[src/rtl/psum_pipe_controller_if.sv]
// Handshake and strobe bundle between the psum pipeline controller and its datapath.
// The slave modport is the controller side; the master modport is the datapath/environment side.
interface psum_pipe_controller_if #(
    parameter int FILTER_ADDR_WIDTH = 8,
    parameter int CH_W              = 2
);
    logic                         start;
    logic                         if_empty;
    logic [FILTER_ADDR_WIDTH-1:0] filter_waddr;
    logic                         sp_valid;
    logic                         reading_empty;
    logic                         filter_cannot_read;
    logic                         f_co;
    logic                         go_next_stride;
    logic                         stride_ended;
    logic                         go_next_filter;
    logic                         is_last_filter;
    logic                         last_if;
    logic                         psum_valid;
    logic                         psum_wr_ack;
    logic                         error;

    logic                         chip_en;
    logic                         global_rst;
    logic                         en_p_traverse;
    logic                         ren;
    logic                         ld_if;
    logic                         mult_en;
    logic                         i_en;
    logic                         ld_result;
    logic                         en_f_counter;
    logic                         rst_f_counter;
    logic                         next_stride;
    logic                         next_filter;
    logic                         rst_stride;
    logic                         next_start;
    logic                         make_empty;
    logic                         psum_ren;
    logic                         psum_wen;
    logic                         done;
    logic                         stall_signal;
    logic [CH_W-1:0]              ch_idx;

    modport master (
        output start, if_empty, filter_waddr, sp_valid, reading_empty, filter_cannot_read,
               f_co, go_next_stride, stride_ended, go_next_filter, is_last_filter, last_if,
               psum_valid, psum_wr_ack, error,
        input  chip_en, global_rst, en_p_traverse, ren, ld_if, mult_en, i_en, ld_result,
               en_f_counter, rst_f_counter, next_stride, next_filter, rst_stride, next_start,
               make_empty, psum_ren, psum_wen, done, stall_signal, ch_idx
    );

    modport slave (
        input  start, if_empty, filter_waddr, sp_valid, reading_empty, filter_cannot_read,
               f_co, go_next_stride, stride_ended, go_next_filter, is_last_filter, last_if,
               psum_valid, psum_wr_ack, error,
        output chip_en, global_rst, en_p_traverse, ren, ld_if, mult_en, i_en, ld_result,
               en_f_counter, rst_f_counter, next_stride, next_filter, rst_stride, next_start,
               make_empty, psum_ren, psum_wen, done, stall_signal, ch_idx
    );
endinterface

[src/rtl/psum_pipe_controller.sv]
// Sequencing FSM for a convolution psum pipeline: arm, fill, run, psum read/modify/write, IF advance.
// Build option PSUM_MODE_EN: when defined, partial sums are read back and accumulated over NUM_CH channels.
module psum_pipe_controller #(
    parameter int FILTER_ADDR_WIDTH = 8,
    parameter int PIPE_DEPTH        = 2,
    parameter int NUM_CH            = 4,
    parameter int CH_W              = (NUM_CH > 1) ? $clog2(NUM_CH) : 1
) (
    input  logic                  clk,
    input  logic                  reset,
    psum_pipe_controller_if.slave bus
);

    typedef enum logic [3:0] {
        S_IDLE       = 4'd0,
        S_ARM        = 4'd1,
        S_WAIT_DATA  = 4'd2,
        S_FIND_SP    = 4'd3,
        S_FILL       = 4'd4,
        S_RUN        = 4'd5,
        S_NEXT_PSUM  = 4'd6,
        S_READ_PSUM  = 4'd7,
        S_WRITE_PSUM = 4'd8,
        S_NEXT_IF    = 4'd9,
        S_UPDATE_SP  = 4'd10,
        S_DONE       = 4'd11,
        S_ERR        = 4'd12
    } state_e;

    typedef struct packed {
        logic chip_en;
        logic global_rst;
        logic en_p_traverse;
        logic ren;
        logic ld_if;
        logic mult_en;
        logic i_en;
        logic ld_result;
        logic en_f_counter;
        logic rst_f_counter;
        logic next_stride;
        logic next_filter;
        logic rst_stride;
        logic next_start;
        logic make_empty;
        logic psum_ren;
        logic psum_wen;
        logic done;
        logic stall_signal;
    } strobe_t;

    state_e    state_q, state_d, state_nxt_s;
    logic [2:0] fill_cnt_q, fill_cnt_d;
    strobe_t   out_s;
    logic      freeze_s, run_s, last_filter_s, ch_inc_s;

    assign last_filter_s = bus.is_last_filter & bus.go_next_filter;
    assign freeze_s      = bus.reading_empty | bus.filter_cannot_read | ~bus.sp_valid | last_filter_s;
    assign run_s         = ~freeze_s & ~bus.f_co;

    // Error traps every active state into ERR; IDLE ignores it.
    assign state_d = (bus.error && (state_q != S_IDLE)) ? S_ERR : state_nxt_s;

    // Per-state next-state and strobe decode.
    always_comb begin
        state_nxt_s = state_q;
        fill_cnt_d  = fill_cnt_q;
        ch_inc_s    = 1'b0;
        out_s       = '0;
        case (state_q)
            S_IDLE: begin
                if (bus.start) state_nxt_s = S_ARM;
                else           state_nxt_s = S_IDLE;
            end
            S_ARM: begin
                out_s.chip_en    = 1'b1;
                out_s.global_rst = 1'b1;
                if (bus.start) state_nxt_s = S_ARM;
                else           state_nxt_s = S_WAIT_DATA;
            end
            S_WAIT_DATA: begin
                out_s.chip_en = 1'b1;
                if (!bus.if_empty && (bus.filter_waddr != {FILTER_ADDR_WIDTH{1'b0}})) begin
                    state_nxt_s = S_FIND_SP;
                end else begin
                    state_nxt_s = S_WAIT_DATA;
                end
            end
            S_FIND_SP: begin
                out_s.chip_en       = 1'b1;
                out_s.en_p_traverse = ~bus.sp_valid;
                if (bus.sp_valid) begin
                    state_nxt_s = S_FILL;
                    fill_cnt_d  = 3'd0;
                end else begin
                    state_nxt_s = S_FIND_SP;
                end
            end
            S_FILL: begin
                out_s.chip_en = 1'b1;
                out_s.ren     = ~freeze_s;
                out_s.ld_if   = ~freeze_s;
                out_s.i_en    = ~freeze_s;
                out_s.mult_en = ~freeze_s & (fill_cnt_q != 3'd0);
                if (freeze_s) begin
                    state_nxt_s = S_FILL;
                end else if (fill_cnt_q == 3'(PIPE_DEPTH - 1)) begin
                    state_nxt_s = S_RUN;
                end else begin
                    fill_cnt_d = fill_cnt_q + 3'd1;
                end
            end
            S_RUN: begin
                out_s.chip_en      = 1'b1;
                out_s.ld_if        = run_s;
                out_s.i_en         = run_s;
                out_s.ld_result    = run_s;
                out_s.mult_en      = run_s;
                out_s.ren          = run_s;
                out_s.en_f_counter = run_s;
                out_s.next_stride  = run_s & bus.go_next_stride & ~bus.stride_ended;
                out_s.next_filter  = ~freeze_s & bus.go_next_filter;
                out_s.rst_stride   = ~freeze_s & bus.go_next_filter;
                // Last-filter advance outranks a simultaneous carry: the pending psum is dropped.
                if (last_filter_s)  state_nxt_s = S_NEXT_IF;
                else if (freeze_s)  state_nxt_s = S_RUN;
                else if (bus.f_co)  state_nxt_s = S_NEXT_PSUM;
                else                state_nxt_s = S_RUN;
            end
            S_NEXT_PSUM: begin
                out_s.chip_en       = 1'b1;
                out_s.rst_f_counter = 1'b1;
`ifdef PSUM_MODE_EN
                if (bus.ch_idx == {CH_W{1'b0}}) state_nxt_s = S_WRITE_PSUM;
                else                            state_nxt_s = S_READ_PSUM;
`else
                state_nxt_s = S_RUN;
`endif
            end
`ifdef PSUM_MODE_EN
            S_READ_PSUM: begin
                out_s.chip_en  = 1'b1;
                out_s.psum_ren = 1'b1;
                if (bus.psum_valid) state_nxt_s = S_WRITE_PSUM;
                else                state_nxt_s = S_READ_PSUM;
            end
            S_WRITE_PSUM: begin
                out_s.chip_en  = 1'b1;
                out_s.psum_wen = 1'b1;
                if (bus.psum_wr_ack) begin
                    state_nxt_s = S_RUN;
                    ch_inc_s    = 1'b1;
                end else begin
                    state_nxt_s = S_WRITE_PSUM;
                end
            end
`endif
            S_NEXT_IF: begin
                out_s.chip_en    = 1'b1;
                out_s.make_empty = 1'b1;
                out_s.rst_stride = 1'b1;
                if (bus.last_if) state_nxt_s = S_DONE;
                else             state_nxt_s = S_UPDATE_SP;
            end
            S_UPDATE_SP: begin
                out_s.chip_en    = 1'b1;
                out_s.next_start = 1'b1;
                state_nxt_s      = S_FIND_SP;
            end
            S_DONE: begin
                out_s.chip_en = 1'b1;
                out_s.done    = 1'b1;
                state_nxt_s   = S_IDLE;
            end
            S_ERR: begin
                out_s.chip_en      = 1'b1;
                out_s.stall_signal = 1'b1;
                state_nxt_s        = S_ERR;
            end
            default: begin
                state_nxt_s = S_IDLE;
            end
        endcase
    end

    // State and fill counter registers.
    always_ff @(posedge clk) begin
        if (reset) begin
            state_q    <= S_IDLE;
            fill_cnt_q <= 3'd0;
        end else begin
            state_q    <= state_d;
            fill_cnt_q <= fill_cnt_d;
        end
    end

`ifdef PSUM_MODE_EN
    logic [CH_W-1:0] ch_idx_q, ch_idx_d;

    always_comb begin
        if (!ch_inc_s)                               ch_idx_d = ch_idx_q;
        else if (ch_idx_q == CH_W'(NUM_CH - 1))      ch_idx_d = {CH_W{1'b0}};
        else                                         ch_idx_d = ch_idx_q + CH_W'(1);
    end

    // Channel index advances on each acknowledged psum write.
    always_ff @(posedge clk) begin
        if (reset) ch_idx_q <= {CH_W{1'b0}};
        else       ch_idx_q <= ch_idx_d;
    end

    assign bus.ch_idx   = ch_idx_q;
    assign bus.psum_ren = out_s.psum_ren;
    assign bus.psum_wen = out_s.psum_wen;
`else
    logic unused_psum_s;
    assign unused_psum_s = bus.psum_valid ^ bus.psum_wr_ack ^ ch_inc_s ^
                           out_s.psum_ren ^ out_s.psum_wen;
    assign bus.ch_idx   = {CH_W{1'b0}};
    assign bus.psum_ren = 1'b0;
    assign bus.psum_wen = 1'b0;
`endif

    assign bus.chip_en       = out_s.chip_en;
    assign bus.global_rst    = out_s.global_rst;
    assign bus.en_p_traverse = out_s.en_p_traverse;
    assign bus.ren           = out_s.ren;
    assign bus.ld_if         = out_s.ld_if;
    assign bus.mult_en       = out_s.mult_en;
    assign bus.i_en          = out_s.i_en;
    assign bus.ld_result     = out_s.ld_result;
    assign bus.en_f_counter  = out_s.en_f_counter;
    assign bus.rst_f_counter = out_s.rst_f_counter;
    assign bus.next_stride   = out_s.next_stride;
    assign bus.next_filter   = out_s.next_filter;
    assign bus.rst_stride    = out_s.rst_stride;
    assign bus.next_start    = out_s.next_start;
    assign bus.make_empty    = out_s.make_empty;
    assign bus.done          = out_s.done;
    assign bus.stall_signal  = out_s.stall_signal;

endmodule

[src/flat_wrapper.sv]
// flat-port wrapper written by rule: the top's interface ports become plain ports
module psum_pipe_controller_flat 
#(
    parameter int FILTER_ADDR_WIDTH = 8,
    parameter int PIPE_DEPTH        = 2,
    parameter int NUM_CH            = 4,
    parameter int CH_W              = (NUM_CH > 1) ? $clog2(NUM_CH) : 1
)
  (clk, reset, bus_start, bus_if_empty, bus_filter_waddr, bus_sp_valid, bus_reading_empty, bus_filter_cannot_read, bus_f_co, bus_go_next_stride, bus_stride_ended, bus_go_next_filter, bus_is_last_filter, bus_last_if, bus_psum_valid, bus_psum_wr_ack, bus_error, bus_chip_en, bus_global_rst, bus_en_p_traverse, bus_ren, bus_ld_if, bus_mult_en, bus_i_en, bus_ld_result, bus_en_f_counter, bus_rst_f_counter, bus_next_stride, bus_next_filter, bus_rst_stride, bus_next_start, bus_make_empty, bus_psum_ren, bus_psum_wen, bus_done, bus_stall_signal, bus_ch_idx);
  psum_pipe_controller_if #(.FILTER_ADDR_WIDTH(FILTER_ADDR_WIDTH), .CH_W(CH_W)) bus_i ();
  input  logic clk;
  input  logic reset;
  input wire logic [$bits(bus_i.start)-1:0] bus_start;
  input wire logic [$bits(bus_i.if_empty)-1:0] bus_if_empty;
  input wire logic [$bits(bus_i.filter_waddr)-1:0] bus_filter_waddr;
  input wire logic [$bits(bus_i.sp_valid)-1:0] bus_sp_valid;
  input wire logic [$bits(bus_i.reading_empty)-1:0] bus_reading_empty;
  input wire logic [$bits(bus_i.filter_cannot_read)-1:0] bus_filter_cannot_read;
  input wire logic [$bits(bus_i.f_co)-1:0] bus_f_co;
  input wire logic [$bits(bus_i.go_next_stride)-1:0] bus_go_next_stride;
  input wire logic [$bits(bus_i.stride_ended)-1:0] bus_stride_ended;
  input wire logic [$bits(bus_i.go_next_filter)-1:0] bus_go_next_filter;
  input wire logic [$bits(bus_i.is_last_filter)-1:0] bus_is_last_filter;
  input wire logic [$bits(bus_i.last_if)-1:0] bus_last_if;
  input wire logic [$bits(bus_i.psum_valid)-1:0] bus_psum_valid;
  input wire logic [$bits(bus_i.psum_wr_ack)-1:0] bus_psum_wr_ack;
  input wire logic [$bits(bus_i.error)-1:0] bus_error;
  output wire logic [$bits(bus_i.chip_en)-1:0] bus_chip_en;
  output wire logic [$bits(bus_i.global_rst)-1:0] bus_global_rst;
  output wire logic [$bits(bus_i.en_p_traverse)-1:0] bus_en_p_traverse;
  output wire logic [$bits(bus_i.ren)-1:0] bus_ren;
  output wire logic [$bits(bus_i.ld_if)-1:0] bus_ld_if;
  output wire logic [$bits(bus_i.mult_en)-1:0] bus_mult_en;
  output wire logic [$bits(bus_i.i_en)-1:0] bus_i_en;
  output wire logic [$bits(bus_i.ld_result)-1:0] bus_ld_result;
  output wire logic [$bits(bus_i.en_f_counter)-1:0] bus_en_f_counter;
  output wire logic [$bits(bus_i.rst_f_counter)-1:0] bus_rst_f_counter;
  output wire logic [$bits(bus_i.next_stride)-1:0] bus_next_stride;
  output wire logic [$bits(bus_i.next_filter)-1:0] bus_next_filter;
  output wire logic [$bits(bus_i.rst_stride)-1:0] bus_rst_stride;
  output wire logic [$bits(bus_i.next_start)-1:0] bus_next_start;
  output wire logic [$bits(bus_i.make_empty)-1:0] bus_make_empty;
  output wire logic [$bits(bus_i.psum_ren)-1:0] bus_psum_ren;
  output wire logic [$bits(bus_i.psum_wen)-1:0] bus_psum_wen;
  output wire logic [$bits(bus_i.done)-1:0] bus_done;
  output wire logic [$bits(bus_i.stall_signal)-1:0] bus_stall_signal;
  output wire logic [$bits(bus_i.ch_idx)-1:0] bus_ch_idx;
  assign bus_i.start = bus_start;
  assign bus_i.if_empty = bus_if_empty;
  assign bus_i.filter_waddr = bus_filter_waddr;
  assign bus_i.sp_valid = bus_sp_valid;
  assign bus_i.reading_empty = bus_reading_empty;
  assign bus_i.filter_cannot_read = bus_filter_cannot_read;
  assign bus_i.f_co = bus_f_co;
  assign bus_i.go_next_stride = bus_go_next_stride;
  assign bus_i.stride_ended = bus_stride_ended;
  assign bus_i.go_next_filter = bus_go_next_filter;
  assign bus_i.is_last_filter = bus_is_last_filter;
  assign bus_i.last_if = bus_last_if;
  assign bus_i.psum_valid = bus_psum_valid;
  assign bus_i.psum_wr_ack = bus_psum_wr_ack;
  assign bus_i.error = bus_error;
  assign bus_chip_en = bus_i.chip_en;
  assign bus_global_rst = bus_i.global_rst;
  assign bus_en_p_traverse = bus_i.en_p_traverse;
  assign bus_ren = bus_i.ren;
  assign bus_ld_if = bus_i.ld_if;
  assign bus_mult_en = bus_i.mult_en;
  assign bus_i_en = bus_i.i_en;
  assign bus_ld_result = bus_i.ld_result;
  assign bus_en_f_counter = bus_i.en_f_counter;
  assign bus_rst_f_counter = bus_i.rst_f_counter;
  assign bus_next_stride = bus_i.next_stride;
  assign bus_next_filter = bus_i.next_filter;
  assign bus_rst_stride = bus_i.rst_stride;
  assign bus_next_start = bus_i.next_start;
  assign bus_make_empty = bus_i.make_empty;
  assign bus_psum_ren = bus_i.psum_ren;
  assign bus_psum_wen = bus_i.psum_wen;
  assign bus_done = bus_i.done;
  assign bus_stall_signal = bus_i.stall_signal;
  assign bus_ch_idx = bus_i.ch_idx;
  psum_pipe_controller #(.FILTER_ADDR_WIDTH(FILTER_ADDR_WIDTH), .PIPE_DEPTH(PIPE_DEPTH), .NUM_CH(NUM_CH), .CH_W(CH_W)) u_core (.clk(clk), .reset(reset), .bus(bus_i));
endmodule
[config.mk]
export PLATFORM = sky130hd
export DESIGN_NAME = psum_pipe_controller_flat
export DESIGN_NICKNAME = d
export VERILOG_FILES = /design/src/rtl/psum_pipe_controller_if.sv /design/src/rtl/psum_pipe_controller.sv /design/src/flat_wrapper.sv
export SDC_FILE = /design/constraint.sdc
export NUM_CORES = 1
export LEC_CHECK = 0
export ABC_AREA = 1
export ABC_CLOCK_PERIOD_IN_PS = 1100
export BUFFER_PORTS_ARGS = -buffer_cell sky130_fd_sc_hd__clkbuf_2
export CAP_MARGIN = 40
export CORE_MARGIN = 2
export CORE_UTILIZATION = 38
export DETAILED_ROUTE_END_ITERATION = 7
export GPL_TIMING_DRIVEN = 0
export PLACE_DENSITY = 0.75
export SYNTH_ARGS = -nofsm -noshare
export SYNTH_HDL_FRONTEND = slang
export SYNTH_SLANG_ARGS = --single-unit
[constraint.sdc]
create_clock -name clk -period 1.1 [get_ports clk]
set_input_delay 0.055 -clock clk [delete_from_list [all_inputs] [get_ports clk]]
set_output_delay 0.055 -clock clk [all_outputs]
set_load 0.005 [all_outputs]
==> results of run 1 <==
worst paths after layout:
kind                                            from                    to  slack [ps]  cells past startpoint
worst min register to register  u_core.fill_cnt_q[1]  u_core.fill_cnt_q[1]         500                      2
worst min-delay path                       bus_error     u_core.state_q[1]         130                      4
worst max register to register     u_core.state_q[1]     u_core.state_q[0]        -280                     10
worst max-delay path               u_core.state_q[3]       bus_next_filter        -380                      7
metal layers:
| layer | track usage [%] | routed length, microns |
|---|---|---|
| met2 | 45.6 | 1590 |
| met3 | 2.26 | 217 |
| met1 | 24.0 | 1290 |
| met4 | 11.9 | 104 |
| met5 | 0 | 0 |
Yosys cell counts:
master,n,share of area (%)
nand3_1,12,8.2
nand3b_1,1,1.0
o21ai_2,2,2.4
inv_1,25,13
nor2_4,1,1.5
nor3b_1,1,1.0
ha_1,3,5.2
o22ai_1,1,0.86
inv_2,1,0.51
xnor2_1,1,1.2
nand2_1,23,12
nand4_1,1,0.86
nand2_2,3,2.6
nor3_1,1,0.69
dfxtp_1,7,19
conb_1,1,0.51
a21oi_1,6,4.1
nor2_2,3,2.6
o21ai_0,6,4.1
buf_4,7,7.2
nor2_1,22,11
worst max-delay path, stage by stage (launching register included):
cell	delay, ps
dfxtp_4	370
inv_2	70
nand2_2	70
nor2_4	140
buf_6	130
nand2_4	50
nor2_1	180
clkbuf_2	160
cell families after synthesis:
kind of cell             Yosys count  share of synthesized area (%)
other                              1                          0.515
XOR/XNOR                           1                           1.20
flip-flops                         7                           19.2
adder cells (fa/ha/maj)            3                           5.16
buffers and inverters             33                           20.6
AND/OR/NAND/NOR                   68                           41.8
AO/OA/AOI/OAI                     15                           11.5
repair_timing:
action / 4_1_cts / 5_1_grt
gates cloned: 0 / 0
pin swaps: 7 / 28
resized for setup: 38 / 51
hold buffers: 1 / 0
setup endpoints to repair: 23 / 24
setup buffers: 8 / 9
hold endpoints to repair: 2 / 0
where the power goes:
group / leakage [nW] / switching (mW) / internal, mW
Clock: 0.0150 / 0.104 / 0.139
Sequential: 0.0598 / 0.122 / 0.351
Combinational: 0.682 / 1.03 / 0.763
Total: 0.757 / 1.26 / 1.25
final cells by class:
class                   instances  area (sq um)  share of cell area, %
repair buffers                 55           363                   26.3
well taps                      25          31.3                   2.26
inverters                      26           105                   7.61
flip-flops and latches          7           155                   11.2
multi-input cells              91           641                   46.4
clock buffers                   4          26.3                   1.90
plain buffers                   7          60.1                   4.35
stage by stage:
stage                     instances  setup TNS, ps
after global routing            215          -6410
after detailed placement        194          -1610
after CTS                       207          -3600
final                           215          -5220
after floorplan                 131              0
after global placement          194          -1340
sequential cells by signal, summed over array words and instances (netlist names):
name and flops:
u_core.state_q 4, u_core.fill_cnt_q 3
==> results.tsv, run 1 <==
stage	metric	value	unit
outcome	status	finished, violations left	
outcome	failed_checks	setup timing	
clocking	clk_path_buf_depth	2	
placement	pre_cts_slack	-178	ps
critical_path	crit_type	reg -> out	
global_route	grt_pass1_wl	3.71	mm
synth	ys_seq_elements	7	
detailed_routing	vias_per_cell	5.10	
job	maxCapViolations	0	
detailed_routing	detail_route.first_pass.iterations	4	
detailed_routing	wl	3.20	mm
placement	post-dp-hpwl	1.62	mm
timing	whs	128	ps
final_layout	final_cell_mix	29 x clkbuf_2, 18 x buf_4, 15 x nor2_1	
synth	syn_area_per_cell	5.69	sq um
synth	synth-seq-area-share	19.2	%
timing	setup_viol	24	
global_route	antenna_found_initial	0	
timing	period_minus_slack	1480	ps
die	initial_utilization	41.3	%
global_route	grt_pass1_vias	929	
placement	place_area	965	sq um
clocking	cts_tree	built	
final_layout	fill_cells	117	
die	die_w	47.8	microns
critical_path	worstPathMaxFanout	4	
final_layout	layout.nets	218	
power	p_per_area	1820	mW/mm^2
detailed_routing	vias	1096	
critical_path	cp_data_arrival_time	1430	ps
clocking	path_clk_slew	60	ps
detailed_routing	drc	0	
global_route	track_usage	23.3	%
die	core	0.00176	sq mm
power	power	2.51	mW
final_layout	fin_area	0.00138	sq mm
power	leakage	0.757	nW
timing	clock.fmax	676	MHz
die	die_area	0.00228	sq mm
clocking	cts_sinks	7	
clocking	h-tree-depth	1	
final_layout	syn_to_final_growth	89.7	%
synth	ys_types	21	
die	rows	15	
detailed_routing	drt_iter0_drc	35	
timing	rsz0062_at_grt	yes	
power	ir_drop	0.00143	V
final_layout	drive_gt1_share	64.2	%
timing	finalCritPeriodShare	135	%
min_path	holdCritPathClass	in -> reg	
synth	yosysWarnings	0	
die	fp.dieH	47.8	microns
global_route	grt_start_max_net_pins	7	
synth	synth_cells	128	
placement	place.port_buffers	38	
timing	setup_slack	-380	ps
placement	gp_congestion	0.827	
clocking	cts_made_buffers	3	
die	pin_count	45	
synth	netlist_area	728	sq um
timing	finalHoldViolations	0	
global_route	globalRouteOverflowTotal	0	
final_layout	diodes	0	
timing	finalMaxSlewViolations	0	
critical_path	crit_required	1040	ps
critical_path	worst_setup_path_end_kind	output pin	
clocking	ctsRootBufferMaster	clkbuf_4	
final_layout	final_util	78.3	%
detailed_routing	wire_per_inst	14.9	microns
clocking	clk_latency	260	ps
critical_path	cp-start-kind	flop	
timing	skew	10.4	ps
final_layout	final_common_cell	clkbuf_2	
detailed_routing	antenna_left	0	
Note: power is estimated with default switching activity, not from simulation.
==> run 2, diff against run 1 <==
CTS_CLUSTER_DIAMETER = 60   (was not set)
SKIP_LAST_GASP = 1   (was not set)
==> run 2 against run 1 <==
Effect of this change: the flow still finishes with violations (setup timing); utilization decreased by 0.64 points; non-clock buffer count unchanged; die area unchanged; critical path depth decreased by 1; clock power fell by 3%; via count shrank 3.1%; combinational power barely moved; power increased by 0.53%; hold slack worse by 2.8 ps; critical endpoint is now bus_next_stride.
==> results.tsv, run 2 (same netlist as run 1, synthesis figures left out) <==
stage	metric	value	unit
final_layout	largest_reg_flops	4	
global_route	met2_usage	40.5	%
critical_path	crit_path_start	u_core.state_q[1]	
min_path	holdCritPathClass	in -> reg	
power	p_sw_share	48.7	%
critical_path	worst_setup_path_end_kind	output pin	
critical_path	crit_required	1040	ps
global_route	grt_start_max_net_pins	7	
placement	gp_congestion	0.827	
detailed_routing	vias_per_cell	4.94	
clocking	clk_path_buf_depth	2	
final_layout	regMostFlops	u_core.state_q	
power	p_clk_share	9.3	%
critical_path	cp_cell_sequence	inv_4, nand2_4, nor2_4, nand3_4, nor3b_2, buf_2	
clocking	ctsRootBufferMaster	clkbuf_4	
clocking	path_clk_slew	50	ps
die	fp.dieH	47.8	microns
global_route	globalRouteOverflowTotal	0	
final_layout	final_common_cell	clkbuf_2	
power	p_switching	1.23	mW
final_layout	final_cell_count_no_fill	215	
final_layout	diodes	0	
critical_path	crit_type	reg -> out	
detailed_routing	antenna_left	0	
global_route	grt_pass1_vias	904	
detailed_routing	drt_iter0_drc	29	
critical_path	slowest_delay	360	ps
critical_path	r2r_start	u_core.state_q[1]	
global_route	antenna_found_initial	0	
critical_path	reg2reg_slack	-260	ps
critical_path	cp.buffers_inverters	2	
clocking	cts_tree	built	
final_layout	top_regs	u_core.state_q: 4 flops, u_core.fill_cnt_q: 3 flops	
clocking	cts_made_buffers	3	
timing	whs	125	ps
final_layout	drive_gt1_share	60.0	%
timing	rsz0062_at_grt	yes	
die	die_area	0.00228	sq mm
final_layout	layout.nets	218	
detailed_routing	wl	2.96	mm
global_route	track_usage	21.4	%
final_layout	fin_area	0.00137	sq mm
final_layout	final_util	77.7	%
timing	skew	4.77	ps
placement	placed_cells	194	
timing	finalMaxSlewViolations	0	
critical_path	cp-start-kind	flop	
die	die_w	47.8	microns
detailed_routing	vias	1062	
outcome	status	finished, violations left	
outcome	failed_checks	setup timing	
global_route	grt_pass1_wl	3.43	mm
critical_path	crit_path_end	bus_next_stride	
global_route	grt_util_met1	21.9	%
final_layout	syn_to_final_growth	88.1	%
critical_path	cp_slowest_cell	dfxtp_4	
power	p_per_area	1840	mW/mm^2
job	maxCapViolations	0	
global_route	grt.busiest_layer	met2	
die	pin_count	45	
detailed_routing	wire_per_inst	13.8	microns
clocking	cts_sinks	7	
power	p_int	1.29	mW
timing	clock.fmax	713	MHz
die	core	0.00176	sq mm
power	power	2.53	mW
die	initial_utilization	41.3	%
timing	finalCritPeriodShare	127	%
timing	finalHoldViolations	0	
critical_path	critPathTopFamily	simple AND/OR/NAND/NOR gates	
critical_path	cp_data_arrival_time	1350	ps
detailed_routing	drc	0	
critical_path	path_depth	6	
critical_path	worstPathMaxFanout	4	
placement	place.port_buffers	38	
final_layout	final_cell_mix	30 x clkbuf_2, 15 x inv_1, 15 x nor2_1	
clocking	clk_latency	250	ps
placement	place_area	965	sq um
power	leakage	0.749	nW
placement	post-dp-hpwl	1.62	mm
power	ir_drop	0.00170	V
timing	setup_viol	24	
global_route	gr-usage-met3	2.64	%
timing	period_minus_slack	1400	ps
clocking	h-tree-depth	1	
timing	setup_slack	-302	ps
detailed_routing	detail_route.first_pass.iterations	5	
power	p_seq_share	19.4	%
critical_path	ff2ff_path_depth	10	
critical_path	r2r_end	u_core.state_q[0]	
power	pwr-share-comb	71.3	%
die	rows	15	
run 2: tightest hold or removal path, cell delays in order:
cell and delay, ps:
clkbuf_2 100, nand3_1 110, a21oi_1 70
run 2: per-layer routing:
layer	wire length (microns)	part of all wire [%]
met5	0	0
met2	1520	51
met3	170	5.7
met1	1160	39
met4	107	3.6
run 2: per-stage QoR:
stage,worst slack [ps],setup TNS [ps]
after CTS,-265,-3700
after global routing,-364,-6000
final,-302,-4540
after detailed placement,-178,-1610
after floorplan,7.28,0
after global placement,-163,-1340
run 2: worst min path at each step:
stage          startpoint  cells after the start              endpoint
6_report         bus_f_co                      3     u_core.state_q[1]
5_1_grt          bus_f_co                      3     u_core.state_q[1]
4_1_cts         bus_error                      4     u_core.state_q[1]
3_5_place_dp        reset                      2  u_core.fill_cnt_q[1]
3_3_place_gp        reset                      2  u_core.fill_cnt_q[1]
2_1_floorplan       reset                      1  u_core.fill_cnt_q[1]
run 2: timing repair:
| action | CTS | global route |
|---|---|---|
| hold buffers | 1 | 0 |
| gates resized for setup | 35 | 45 |
| cloned | 0 | 0 |
| setup buffers | 8 | 8 |
| pin swaps | 7 | 15 |
| hold endpoints to repair | 2 | 0 |
| setup endpoints to repair | 23 | 24 |
run 2: cell type report:
cell class	count	area, sq um
Multi-Input combinational cell	91	618
Inverter	26	105
Clock buffer	4	26.3
Sequential cell	7	155
Timing Repair Buffer	55	374
Tap cell	25	31.3
Fill cell	124	394
Buffer	7	60.1
run 2: power by group through the flow:
stage               Clock, mW  Combinational (mW)  Sequential [mW]
finish                  0.235                1.80            0.489
global route            0.261                1.90            0.493
CTS                     0.245                1.14            0.458
detailed placement          0               0.810            0.406
global placement            0               0.789            0.405
floorplan                   0               0.575            0.394
